--- src/rtl/keypad_scanner.sv ---
// 4x4 hex keypad scanner: column scan, 2-flop row sync, frame debounce,
// 4-entry key FIFO read by the CPU through a DATA/STATUS register window.
module keypad_scanner #(
    parameter int unsigned SCAN_DIV = 16,
    parameter int unsigned DEBOUNCE = 4
) (
    input  logic       clk,
    input  logic       rst,
    input  logic       cs,
    input  logic       read,
    input  logic       address,
    input  logic [7:0] din,
    output logic [7:0] dout,
    output logic [3:0] col,
    input  logic [3:0] row,
    output logic       irq
);

    localparam int unsigned DIV_W = (SCAN_DIV > 1) ? $clog2(SCAN_DIV) : 1;
    localparam int unsigned CNT_W = $clog2(DEBOUNCE + 1);
    localparam logic [DIV_W-1:0] DIV_LAST = DIV_W'(SCAN_DIV - 1);
    localparam logic [CNT_W-1:0] CNT_MAX  = CNT_W'(DEBOUNCE);
    localparam logic [CNT_W-1:0] CNT_ONE  = CNT_W'(1);

    localparam logic [1:0] ST_IDLE    = 2'd0;
    localparam logic [1:0] ST_PRESS   = 2'd1;
    localparam logic [1:0] ST_HELD    = 2'd2;
    localparam logic [1:0] ST_RELEASE = 2'd3;

    logic [3:0]       row_s1_q, row_s2_q;
    logic [DIV_W-1:0] div_q, div_d;
    logic [1:0]       col_idx_q, col_idx_d;
    logic [3:0]       col_q, col_d;
    logic             hit_q, hit_d;
    logic [3:0]       code_q, code_d;
    logic [1:0]       state_q, state_d;
    logic [3:0]       cand_q, cand_d;
    logic [CNT_W-1:0] cnt_q, cnt_d;
    logic [3:0]       mem_q [4];
    logic [3:0]       mem_d [4];
    logic [1:0]       wr_ptr_q, wr_ptr_d;
    logic [1:0]       rd_ptr_q, rd_ptr_d;
    logic [2:0]       count_q, count_d;
    logic             ovf_q, ovf_d;
    logic             acc_q, acc_d;
    logic             irq_q, irq_d;

    logic       slot_end_c, frame_end_c;
    logic       col_hit_c;
    logic [1:0] col_row_c;
    logic [3:0] sample_code_c;
    logic       res_hit_c;
    logic [3:0] res_code_c;
    logic       push_c, pop_req_c, acc_c, wr_c, flush_c, ovf_clr_c;
    logic       do_push_c, do_pop_c, ovf_set_c;
    logic       unused_din_c;

    assign unused_din_c = ^{din[7:6], din[4:1]};

    // Lowest synced row bit that is low in the column being sampled
    always_comb begin
        col_hit_c = 1'b0;
        col_row_c = 2'd0;
        for (int r = 3; r >= 0; r--) begin
            if (!row_s2_q[r]) begin
                col_hit_c = 1'b1;
                col_row_c = 2'(r);
            end
        end
    end

    assign sample_code_c = {col_row_c, col_idx_q};
    assign slot_end_c    = (div_q == DIV_LAST);
    assign frame_end_c   = slot_end_c && (col_idx_q == 2'd3);
    assign res_hit_c     = hit_q | col_hit_c;
    assign res_code_c    = hit_q ? code_q : sample_code_c;

    // Column scan and frame-result accumulation
    always_comb begin
        div_d     = slot_end_c ? '0 : div_q + DIV_W'(1);
        col_idx_d = slot_end_c ? col_idx_q + 2'd1 : col_idx_q;
        col_d     = ~(4'b0001 << col_idx_d);
        hit_d     = hit_q;
        code_d    = code_q;
        if (frame_end_c) begin
            hit_d  = 1'b0;
            code_d = 4'd0;
        end else if (slot_end_c && !hit_q && col_hit_c) begin
            hit_d  = 1'b1;
            code_d = sample_code_c;
        end
    end

    // Debounce FSM, evaluated only on the frame-end clock
    always_comb begin
        state_d = state_q;
        cand_d  = cand_q;
        cnt_d   = cnt_q;
        push_c  = 1'b0;
        if (frame_end_c) begin
            case (state_q)
                ST_IDLE: begin
                    if (res_hit_c) begin
                        cand_d = res_code_c;
                        cnt_d  = CNT_ONE;
                        if (CNT_ONE == CNT_MAX) begin
                            state_d = ST_HELD;
                            push_c  = 1'b1;
                        end else begin
                            state_d = ST_PRESS;
                        end
                    end
                end
                ST_PRESS: begin
                    if (res_hit_c && (res_code_c == cand_q)) begin
                        cnt_d = cnt_q + CNT_ONE;
                        if (cnt_q + CNT_ONE == CNT_MAX) begin
                            state_d = ST_HELD;
                            push_c  = 1'b1;
                        end
                    end else if (!res_hit_c) begin
                        state_d = ST_IDLE;
                        cnt_d   = '0;
                    end else begin
                        cand_d = res_code_c;
                        cnt_d  = CNT_ONE;
                        if (CNT_ONE == CNT_MAX) begin
                            state_d = ST_HELD;
                            push_c  = 1'b1;
                        end
                    end
                end
                ST_HELD: begin
                    if (!res_hit_c) begin
                        cnt_d   = CNT_ONE;
                        state_d = (CNT_ONE == CNT_MAX) ? ST_IDLE : ST_RELEASE;
                    end
                end
                default: begin
                    if (!res_hit_c) begin
                        cnt_d = cnt_q + CNT_ONE;
                        if (cnt_q + CNT_ONE == CNT_MAX) begin
                            state_d = ST_IDLE;
                        end
                    end else begin
                        state_d = ST_HELD;
                    end
                end
            endcase
        end
    end

    assign acc_c     = cs & read & ~address;
    assign acc_d     = acc_c;
    assign pop_req_c = acc_c & ~acc_q;
    assign wr_c      = cs & ~read & address;
    assign flush_c   = wr_c & din[0];
    assign ovf_clr_c = wr_c & din[5];

    // A pop in the same cycle frees a slot for a push into a full FIFO
    assign do_pop_c  = ~flush_c & pop_req_c & (count_q != 3'd0);
    assign do_push_c = ~flush_c & push_c & ((count_q != 3'd4) | do_pop_c);
    assign ovf_set_c = ~flush_c & push_c & ~do_push_c;

    always_comb begin
        mem_d    = mem_q;
        wr_ptr_d = wr_ptr_q;
        rd_ptr_d = rd_ptr_q;
        count_d  = count_q;
        ovf_d    = ovf_q;
        if (flush_c) begin
            wr_ptr_d = 2'd0;
            rd_ptr_d = 2'd0;
            count_d  = 3'd0;
        end else begin
            if (do_push_c) begin
                mem_d[wr_ptr_q] = cand_q;
                wr_ptr_d        = wr_ptr_q + 2'd1;
            end
            if (do_pop_c) begin
                rd_ptr_d = rd_ptr_q + 2'd1;
            end
            count_d = count_q + {2'b00, do_push_c} - {2'b00, do_pop_c};
        end
        if (ovf_clr_c) begin
            ovf_d = 1'b0;
        end
        if (ovf_set_c) begin
            ovf_d = 1'b1;
        end
        irq_d = (count_d != 3'd0);
    end

    always_ff @(posedge clk or posedge rst) begin
        if (rst) begin
            row_s1_q  <= 4'hF;
            row_s2_q  <= 4'hF;
            div_q     <= '0;
            col_idx_q <= 2'd0;
            col_q     <= 4'b1110;
            hit_q     <= 1'b0;
            code_q    <= 4'd0;
            state_q   <= ST_IDLE;
            cand_q    <= 4'd0;
            cnt_q     <= '0;
            for (int i = 0; i < 4; i++) begin
                mem_q[i] <= 4'd0;
            end
            wr_ptr_q  <= 2'd0;
            rd_ptr_q  <= 2'd0;
            count_q   <= 3'd0;
            ovf_q     <= 1'b0;
            acc_q     <= 1'b0;
            irq_q     <= 1'b0;
        end else begin
            row_s1_q  <= row;
            row_s2_q  <= row_s1_q;
            div_q     <= div_d;
            col_idx_q <= col_idx_d;
            col_q     <= col_d;
            hit_q     <= hit_d;
            code_q    <= code_d;
            state_q   <= state_d;
            cand_q    <= cand_d;
            cnt_q     <= cnt_d;
            mem_q     <= mem_d;
            wr_ptr_q  <= wr_ptr_d;
            rd_ptr_q  <= rd_ptr_d;
            count_q   <= count_d;
            ovf_q     <= ovf_d;
            acc_q     <= acc_d;
            irq_q     <= irq_d;
        end
    end

    // Register window; dout is combinational from registers
    always_comb begin
        dout = 8'h00;
        if (cs) begin
            if (address) begin
                dout = {(count_q == 3'd0), (count_q == 3'd4), ovf_q,
                        state_q[1], 1'b0, count_q};
            end else if (count_q == 3'd0) begin
                dout = 8'hFF;
            end else begin
                dout = {4'h0, mem_q[rd_ptr_q]};
            end
        end
    end

    assign col = col_q;
    assign irq = irq_q;

endmodule

--- config.mk ---
export PLATFORM = sky130hd
export DESIGN_NAME = keypad_scanner
export DESIGN_NICKNAME = d
export VERILOG_FILES = /design/src/rtl/keypad_scanner.sv
export SDC_FILE = /design/constraint.sdc
export NUM_CORES = 1
export LEC_CHECK = 0
export BUFFER_PORTS_ARGS = -buffer_cell sky130_fd_sc_hd__buf_4
export CORE_AREA = 2 2 70 85
export DETAILED_ROUTE_END_ITERATION = 8
export DIE_AREA = 0 0 72 87
export PLACE_DENSITY = 0.73
export SETUP_SLACK_MARGIN = 0.4
export SKIP_CTS_REPAIR_TIMING = 1
export SKIP_LAST_GASP = 1
export SLEW_MARGIN = 5
export SYNTH_ARGS = -nofsm -noshare
export SYNTH_HDL_FRONTEND = slang
export SYNTH_SLANG_ARGS = --single-unit
export TNS_END_PERCENT = 30
--- constraint.sdc ---
create_clock -name clk -period 3.55 [get_ports clk]
set_clock_uncertainty 0.05 [all_clocks]
set_input_delay 0 -clock clk [delete_from_list [all_inputs] [get_ports clk]]
set_output_delay 0 -clock clk [all_outputs]
set_load 0.005 [all_outputs]
==> metrics.csv, run 1 <==
metric,value,unit
global_route_wire_length_before_repair,9000,um
max_freq,0.327,GHz
synth_async_sr_flop_share,100,%
worstSetupEndpointType,flop,
drt_drc_violations_left,0,
layout.nets,331,
post-route-worst-setup-slack,0.493,ns
timing.hold.worst.start,cs,
grt.total_usage,19.1,%
powerDensity,446,nW/um^2
finalHoldViolCount,0,
timing.setup.tns,0,ns
worstPathArrival,3.23,ns
ys.flop_type,sky130_fd_sc_hd__dfrtp_1,
i_o_pins,30,
slowest_stage,sky130_fd_sc_hd__dfrtp_2,
place_inst,336,
post-route-min-period,3.06,ns
multiInputGateArea,1420,sq um
vdd.ir_drop.worst,0.275,mV
critical-path-top-delay-family,simple AND/OR/NAND/NOR gates,
vias_in_the_first_global_route,1959,
dieArea,6260,sq um
layout_worst_path_cycle_share,86.1,%
hold_path.class,input port to flop,
floorplan.die.width,72,um
core_area,5520,sq um
firstDrtPassIters,5,
h-tree-depth,3,
synthDistinctLibCells,48,
floorplan.rows,30,
finish.instance_area,3540,sq um
synth.ff_latch_count,58,
ant_nets,0,
layout_commonest_cell,sky130_fd_sc_hd__dfrtp_1,
number_of_synthesized_flops_with_an_enable_pin,0,
worst-path-buf-inv,2,
final_layout_size_suffix_gt1_share,34.9,%
grt_max_degree,32,
layoutNonFillerInstCount,368,
drt_iter0_drc,61,
mappedNetlistNets,283,
placement.setup.worst_slack,0.158,ns
worst_setup_hold_path_clk_slew,0.07,ns
grt_overflow,0,
netlist_area,2900,sq um
tritoncts.num_buffers,9,
fin_worst_hold_slack,0.00565,ns
worstPathCellList,mux2i_2 > a31oi_2 > xnor2_2 > and3_4 > nand3_4 > ha_4 > inv_1 > ha_1 > inv_1 > fa_2 > xor2_1 > xnor2_1 > nor2_1 > or3_1,
report.power.total,1.58,mW
detailroute.via_count,2010,
worstReg2RegStart,hit_q,
startpoint,hit_q,
final-seq-area,1470,sq um
clock-sinks,58,
timing.critical_path.required,3.72,ns
rsz0062_at_grt,yes,
place.port_buffers,23,
drv_cap,0,
place.detailed.hpwl,3790,um
place_congestion,0.779,
ys_seq_area_share,50.5,%
path_common_cell,sky130_fd_sc_hd__inv_1,
avgViaCountPerCell,5.46,
outcome,"finished, final reports clean",
slew-limit-headroom,63.4,%
cts_tree,built,
timing.setup.critical_path_class,flop to flop,
cpPeakStageDelay,0.49,ns
grt_antenna_before_repair,0,
maximum_fanout_count_along_the_critical_path,8,
clk_latency,0.34,ns
post-route-util,64.2,%
postSynthAreaPerCell,11.6,sq um
final_slew_viol_count,0,
ys.warnings.count,0,
power.static_leakage,1.61,nW
route.detailed.wl_per_inst,15.0,um
fillers,436,
setup_viol_count_final,0,
die_height,87,um
cts.path.max_buffers,2,
clockRootBuffer,sky130_fd_sc_hd__clkbuf_8,
antenna_cells_inserted,0,
finalWirelength,5520,um
post_dp_cell_area,3150,sq um
syn2layout_area_growth,22.2,%
mostFrequentLayoutCells,"sky130_fd_sc_hd__dfrtp_1 (46), sky130_fd_sc_hd__buf_4 (34), sky130_fd_sc_hd__nand2_1 (20)",
floorplan.initialDensity,52.6,%
max_slew.worst_pin.slew,0.536,ns
critPathLaunchType,flop,
synth_cells,251,
## cells by family after synthesis
family                   after synthesis  synth area share [%]
multiplexers                          32                  13.7
AO/OA/AOI/OAI                         32                  7.42
AND/OR/NAND/NOR                       83                  15.7
buffers and inverters                 22                  3.24
adder cells (fa/ha/maj)               15                  6.73
flip-flops                            58                  50.5
XOR/XNOR                               9                  2.72
## cell usage after synthesis (all sizes together) (2+ instances only)
library cell	number	share of area, %
and3	3	0.82
xor2	2	0.60
mux4	4	3.1
nor2b	2	0.43
nand3	4	0.69
o311a	3	1.0
a21oi	7	1.2
nor4	2	0.43
dfrtp	47	41
xnor2	7	2.1
nand4b	2	0.60
inv	17	2.2
o21ai	9	1.6
o31ai	3	0.78
nor3b	2	0.52
nor3	7	1.4
nand4	4	1.1
mux2	19	7.5
buf	2	0.65
ha	14	6.0
or3	2	0.43
mux2i	9	3.1
a22o	2	0.60
nor2	20	3.4
nand2b	7	1.5
clkbuf	3	0.39
a21o	2	0.52
dfstp	11	10
nand2	21	2.7
and2	4	0.86
## final cells by class
cell class              count  area share, %
flip-flops and latches     58           41.4
multi-input cells         171           40.0
repair buffers             42           9.46
clock buffers              10           3.88
well taps                  64           2.26
inverters                  17           1.80
clock inverters             6           1.20
## state kept, by name, summed over array words and instances, names as in the netlist, 3 cells and up
name,count
mem_q,16
row_s2_q,4
row_s1_q,4
col,4
count_q,3
cand_q,4
code_q,4
div_q,4
cnt_q,3
## final timing paths
kind,to,cells after the start,slack [ns]
setup / recovery,irq,14,0.49
hold / removal,ovf_q,4,0.006
setup reg to reg,irq,14,0.49
hold reg to reg,row_s2_q[0],0,0.31
max in group asynchronous,acc_q,4,2.43
min in group asynchronous,cand_q[0],3,0.22
## worst min-delay path, cell delays in order
cell	delay, ns
sky130_fd_sc_hd__buf_4	0.15
sky130_fd_sc_hd__nand4b_1	0.09
sky130_fd_sc_hd__nand2_1	0.06
sky130_fd_sc_hd__o21ai_0	0.06
## layer usage
| metal | routed length [um] | global-route usage [%] |
|---|---|---|
| met5 | 0 | 0 |
| met4 | 97 | 8.75 |
| met3 | 183 | 5.67 |
| met2 | 2970 | 32.0 |
| met1 | 2270 | 22.5 |
## where the power goes
group | total [mW] | internal (mW) | switching [mW]
registers | 0.774 | 0.705 | 0.0690
logic | 0.268 | 0.147 | 0.121
clock network | 0.539 | 0.271 | 0.268
total | 1.58 | 1.12 | 0.458
Power figures use the tool's default switching activity.
==> run 2: changes to the inputs <==
CELL_PAD_IN_SITES_DETAIL_PLACEMENT = 2   (was unset)
CELL_PAD_IN_SITES_GLOBAL_PLACEMENT = 2   (was unset)
CORE_AREA = 2 2 82 100   (was 2 2 70 85)
DIE_AREA = 0 0 84 102   (was 0 0 72 87)
PLACE_DENSITY = unset   (was 0.73)
PLACE_DENSITY_LB_ADDON = 0.1   (was unset)
==> run 2 against run 1 <==
Effect of this change: the run now ends with hold timing left; global-route usage shrank 0.67 points; via count grew 4.8%; wire length grew 34%; core utilization shrank 16 points; clock-buffer cell count grew 2; critical path depth is the same; flip-flop and latch count is the same; sequential power grew 0.5%; combinational power grew 12%; critical path type unchanged; highest routed layer unchanged.
==> metrics.csv, run 2 (synthesis gave the netlist of run 1 again) <==
metric,value,unit
max_slew.worst_pin.slew,0.827,ns
setup_viol_count_final,0,
cts_tree,built,
layout_worst_path_cycle_share,89.6,%
timing.setup.tns,0,ns
worst_setup_hold_path_clk_slew,0.07,ns
post-route-util,47.7,%
vias_in_the_first_global_route,2409,
slew-limit-headroom,44.8,%
drv_cap,0,
powerDensity,474,nW/um^2
final_slew_viol_count,0,
floorplan.die.width,84,um
global_route_wire_length_before_repair,12200,um
syn2layout_area_growth,24.7,%
timing.setup.critical_path_class,flop to flop,
place_congestion,0.760,
clockRootBuffer,sky130_fd_sc_hd__clkbuf_8,
largest-register,mem_q,
place_inst,365,
post-route-worst-setup-slack,0.371,ns
placement.setup.worst_slack,0.0849,ns
maximum_fanout_count_along_the_critical_path,4,
tritoncts.num_buffers,9,
critPathLaunchType,flop,
worstPathCellList,nand2_2 > o31ai_4 > xnor2_2 > and3_4 > nand3_4 > ha_4 > inv_1 > ha_1 > inv_1 > fa_2 > xor2_1 > xnor2_1 > nor2_1 > or3_1,
antenna_cells_inserted,0,
largest_register_ffs,16,
place.port_buffers,23,
violations,hold timing,
layout_commonest_cell,sky130_fd_sc_hd__dfrtp_1,
worstSetupEndpointType,flop,
grt_antenna_before_repair,0,
drt_iter0_drc,44,
cpPeakStageDelay,0.58,ns
slowest_stage,sky130_fd_sc_hd__dfstp_2,
worst-path-buf-inv,2,
firstDrtPassIters,4,
route.detailed.wl_per_inst,18.6,um
layout.nets,333,
critical-path-top-delay-family,simple AND/OR/NAND/NOR gates,
layoutNonFillerInstCount,398,
timing.critical_path.required,3.73,ns
die_height,102,um
grt.total_usage,18.4,%
power.static_leakage,1.64,nW
clk_latency,0.35,ns
dieArea,8570,sq um
vdd.ir_drop.worst,0.273,mV
post-route-min-period,3.18,ns
clock-sinks,58,
fin_worst_hold_slack,-0.0111,ns
grt_overflow,0,
drt_drc_violations_left,0,
floorplan.rows,35,
final_layout_size_suffix_gt1_share,34.3,%
floorplan.initialDensity,38.3,%
mostFrequentLayoutCells,"sky130_fd_sc_hd__dfrtp_1 (46), sky130_fd_sc_hd__buf_4 (36), sky130_fd_sc_hd__nand2_1 (20)",
core_area,7580,sq um
ant_nets,0,
rsz0062_at_grt,yes,
cts.path.max_buffers,2,
finalWirelength,7410,um
grt_max_degree,41,
path_common_cell,sky130_fd_sc_hd__inv_1,
finalHoldViolCount,1,
place.detailed.hpwl,5080,um
max_freq,0.315,GHz
outcome,"finished, violations left",
h-tree-depth,3,
avgViaCountPerCell,5.29,
worstPathArrival,3.36,ns
hold_path.class,input port to flop,
detailroute.via_count,2106,
i_o_pins,30,
## run 2: changes by cell type in the layout (fill, tap and decap cells not counted)
cell,previous run,this run
sky130_fd_sc_hd__mux2i_2,3,1
sky130_fd_sc_hd__clkinv_2,2,1
sky130_fd_sc_hd__clkinv_4,2,0
sky130_fd_sc_hd__clkbuf_8,10,11
sky130_fd_sc_hd__nor3_2,1,0
sky130_fd_sc_hd__nor3_4,0,1
sky130_fd_sc_hd__clkbuf_1,0,1
sky130_fd_sc_hd__mux2i_1,6,8
sky130_fd_sc_hd__bufinv_16,0,1
sky130_fd_sc_hd__buf_4,34,36
## run 2: path summary, 6_finish.rpt
check,from,slack [ns],to,cells past startpoint
worst max register to register,row_s2_q[0],0.37,irq,14
worst min-delay path,cs,-0.01,ovf_q,4
worst min register to register,row_s1_q[0],0.31,row_s2_q[0],0
min in group asynchronous,rst,0.34,code_q[1],3
max in group asynchronous,rst,2.32,wr_ptr_q[0],4
worst max-delay path,row_s2_q[0],0.37,irq,14
## run 2: layout make-up
type / count / area [sq um]
inverters: 17 / 63.8
flip-flops and latches: 58 / 1470
multi-input cells: 171 / 1420
clock inverters: 4 / 50.0
fillers: 774 / 3960
well taps: 92 / 115
repair buffers: 44 / 350
clock buffers: 12 / 155
## run 2: per-layer routing
| metal | vias to the layer above | track usage, % | wire length (um) |
|---|---|---|---|
| met1 | 1084 | 20.2 | 2890 |
| li1 | 981 | - | - |
| met5 | - | 0 | 0 |
| met3 | 10 | 4.60 | 203 |
| met2 | 31 | 34.8 | 4200 |
| met4 | 0 | 6.33 | 121 |
## run 2: stage by stage
step | cell area, sq um | total power [mW]
after floorplan | 2900 | 0.935
after global placement | 3190 | 1.04
after detailed placement | 3190 | 1.05
after CTS | 3390 | 1.70
after global routing | 3620 | 1.82
final | 3620 | 1.71
## run 2: where the power goes
part,switching (mW),leakage (nW),internal (mW)
sequential,0.0733,0.729,0.705
combinational,0.135,0.817,0.164
clock,0.275,0.0986,0.361
total,0.483,1.64,1.23
## run 2: worst reg2reg max path: cells and delay by family (launching register included)
| kind | cells | cell delay, ns |
|---|---|---|
| xor gates and xnor gates | 3 | 0.50 |
| DFF | 1 | 0.58 |
| adders and majority gates | 3 | 0.69 |
| buffers and inverters | 2 | 0.09 |
| and+or+nand+nor | 5 | 0.86 |
| AOI/OAI and AO/OA | 1 | 0.31 |
==> run 3: changes to the inputs <==
ABC_CLOCK_PERIOD_IN_PS = 3550   (was unset)
RECOVER_POWER = 50   (was unset)
SKIP_LAST_GASP = unset   (was 1)
==> run 3 against run 2 <==
Effect of this change: the run ends with hold timing, capacitance limit left; sequential power about the same; setup slack improved by 0.0016 ns; worst hold slack gained 0.0026 ns; combinational power about the same; non-clock buffer count stayed put; clock power about the same; register-to-register slack hardly changed; design area shrank 0.31%; sequential share of layout area grew 0.13 points; wire length is 0.39% lower; die area stayed put; critical path depth unchanged; largest power group unchanged; highest routed layer unchanged.
==> metrics.csv, run 3 (synthesis gave the netlist of run 1 again) <==
metric,value,unit
report.power.total,1.71,mW
avgViaCountPerCell,5.28,
drt_iter0_drc,37,
fin_worst_hold_slack,-0.00859,ns
dieArea,8570,sq um
cts_tree,built,
max_freq,0.315,GHz
tritoncts.num_buffers,9,
fillers,777,
worstSetupEndpointType,flop,
slew-limit-headroom,0.374,%
cts.path.max_buffers,2,
grt_overflow,0,
place_congestion,0.760,
firstDrtPassIters,4,
grt_antenna_before_repair,0,
timing.critical_path.required,3.73,ns
route.detailed.wl_per_inst,18.6,um
largest_register_ffs,16,
floorplan.die.width,84,um
worstPathArrival,3.35,ns
outcome,"finished, violations left",
grt_max_degree,41,
placement.setup.worst_slack,0.0849,ns
worst_setup_hold_path_clk_slew,0.07,ns
layout.nets,333,
drt_drc_violations_left,0,
hold_path.class,input port to flop,
final_slew_viol_count,0,
timing.setup.critical_path_class,flop to flop,
detailroute.via_count,2103,
setup_viol_count_final,0,
clock-sinks,58,
power.static_leakage,1.63,nW
multiInputGateArea,1420,sq um
clockRootBuffer,sky130_fd_sc_hd__clkbuf_8,
post-route-worst-setup-slack,0.372,ns
global_route_wire_length_before_repair,12200,um
finalWirelength,7380,um
i_o_pins,30,
place.port_buffers,23,
floorplan.rows,35,
vdd.ir_drop.worst,0.273,mV
final-seq-area,1470,sq um
finalHoldViolCount,1,
h-tree-depth,3,
syn2layout_area_growth,24.3,%
violations,"hold timing, capacitance limit",
largest-register,mem_q,
vias_in_the_first_global_route,2409,
drv_cap,1,
clk_latency,0.34,ns
floorplan.initialDensity,38.3,%
ant_nets,0,
post-route-min-period,3.18,ns
layout_commonest_cell,sky130_fd_sc_hd__dfrtp_1,
die_height,102,um
grt.total_usage,18.4,%
max_slew.worst_pin.slew,1.49,ns
place.detailed.hpwl,5080,um
rsz0062_at_grt,yes,
antenna_cells_inserted,0,
final_layout_size_suffix_gt1_share,33.0,%
layout_worst_path_cycle_share,89.5,%
critPathLaunchType,flop,
mostFrequentLayoutCells,"sky130_fd_sc_hd__dfrtp_1 (46), sky130_fd_sc_hd__buf_4 (23), sky130_fd_sc_hd__nand2_1 (20)",
powerDensity,474,nW/um^2
core_area,7580,sq um
maximum_fanout_count_along_the_critical_path,4,
timing.setup.tns,0,ns
## run 3: cell count changes in the layout (fill, tap and decap cells not counted), sizes merged
cell / delta
clkbuf: +13
buf: -13
## run 3: stage by stage
| step | std cells | instance area (sq um) | util, % | hold slack, ns |
|---|---|---|---|---|
| after floorplan | 251 | 2900 | - | -0.0455 |
| after global placement | 365 | 3190 | 42.1 | 0.0579 |
| after detailed placement | 365 | 3190 | 42.1 | 0.0595 |
| after CTS | 381 | 3390 | 44.8 | -0.304 |
| after global routing | 398 | 3610 | 47.6 | 0.0460 |
| final | 398 | 3610 | 47.6 | -0.00859 |
## run 3: power breakdown
part           total, mW  internal [mW]  leakage (nW)  switching, mW
Combinational      0.297          0.163         0.806          0.135
Sequential         0.778          0.705         0.729         0.0729
Clock              0.635          0.361        0.0986          0.273
Total               1.71           1.23          1.63          0.481
## run 3: final timing paths
kind | start | to | slack (ns) | cells after the start
worst max-delay path | row_s2_q[0] | irq | 0.37 | 14
worst min-delay path | cs | ovf_q | -0.009 | 4
worst max register to register | row_s2_q[0] | irq | 0.37 | 14
worst min register to register | row_s1_q[0] | row_s2_q[0] | 0.31 | 0
max in group asynchronous | rst | wr_ptr_q[0] | 1.15 | 4
min in group asynchronous | rst | code_q[1] | 0.63 | 3
## run 3: final cells by class
class / count / share of cell area, %
Clock buffer: 12 / 4.30
Clock inverter: 4 / 1.39
Inverter: 17 / 1.77
Multi-Input combinational cell: 171 / 39.3
Sequential cell: 58 / 40.7
Tap cell: 92 / 3.19
Timing Repair Buffer: 44 / 9.40
## run 3: metal layers
layer  share of wire (%)  GRT usage, %
met5                   0             0
met2                  57          34.8
met4                 1.3          6.33
met1                  39          20.2
met3                 2.7          4.60
## run 3: worst max-delay path, stage by stage (launching register included)
cell and delay (ns):
sky130_fd_sc_hd__dfstp_2 0.58, sky130_fd_sc_hd__nand2_2 0.09, sky130_fd_sc_hd__o31ai_4 0.31, sky130_fd_sc_hd__xnor2_2 0.19
sky130_fd_sc_hd__and3_4 0.28, sky130_fd_sc_hd__nand3_4 0.10, sky130_fd_sc_hd__ha_4 0.23, sky130_fd_sc_hd__inv_1 0.04
sky130_fd_sc_hd__ha_1 0.12, sky130_fd_sc_hd__inv_1 0.05, sky130_fd_sc_hd__fa_2 0.33, sky130_fd_sc_hd__xor2_1 0.15
sky130_fd_sc_hd__xnor2_1 0.16, sky130_fd_sc_hd__nor2_1 0.08, sky130_fd_sc_hd__or3_1 0.31
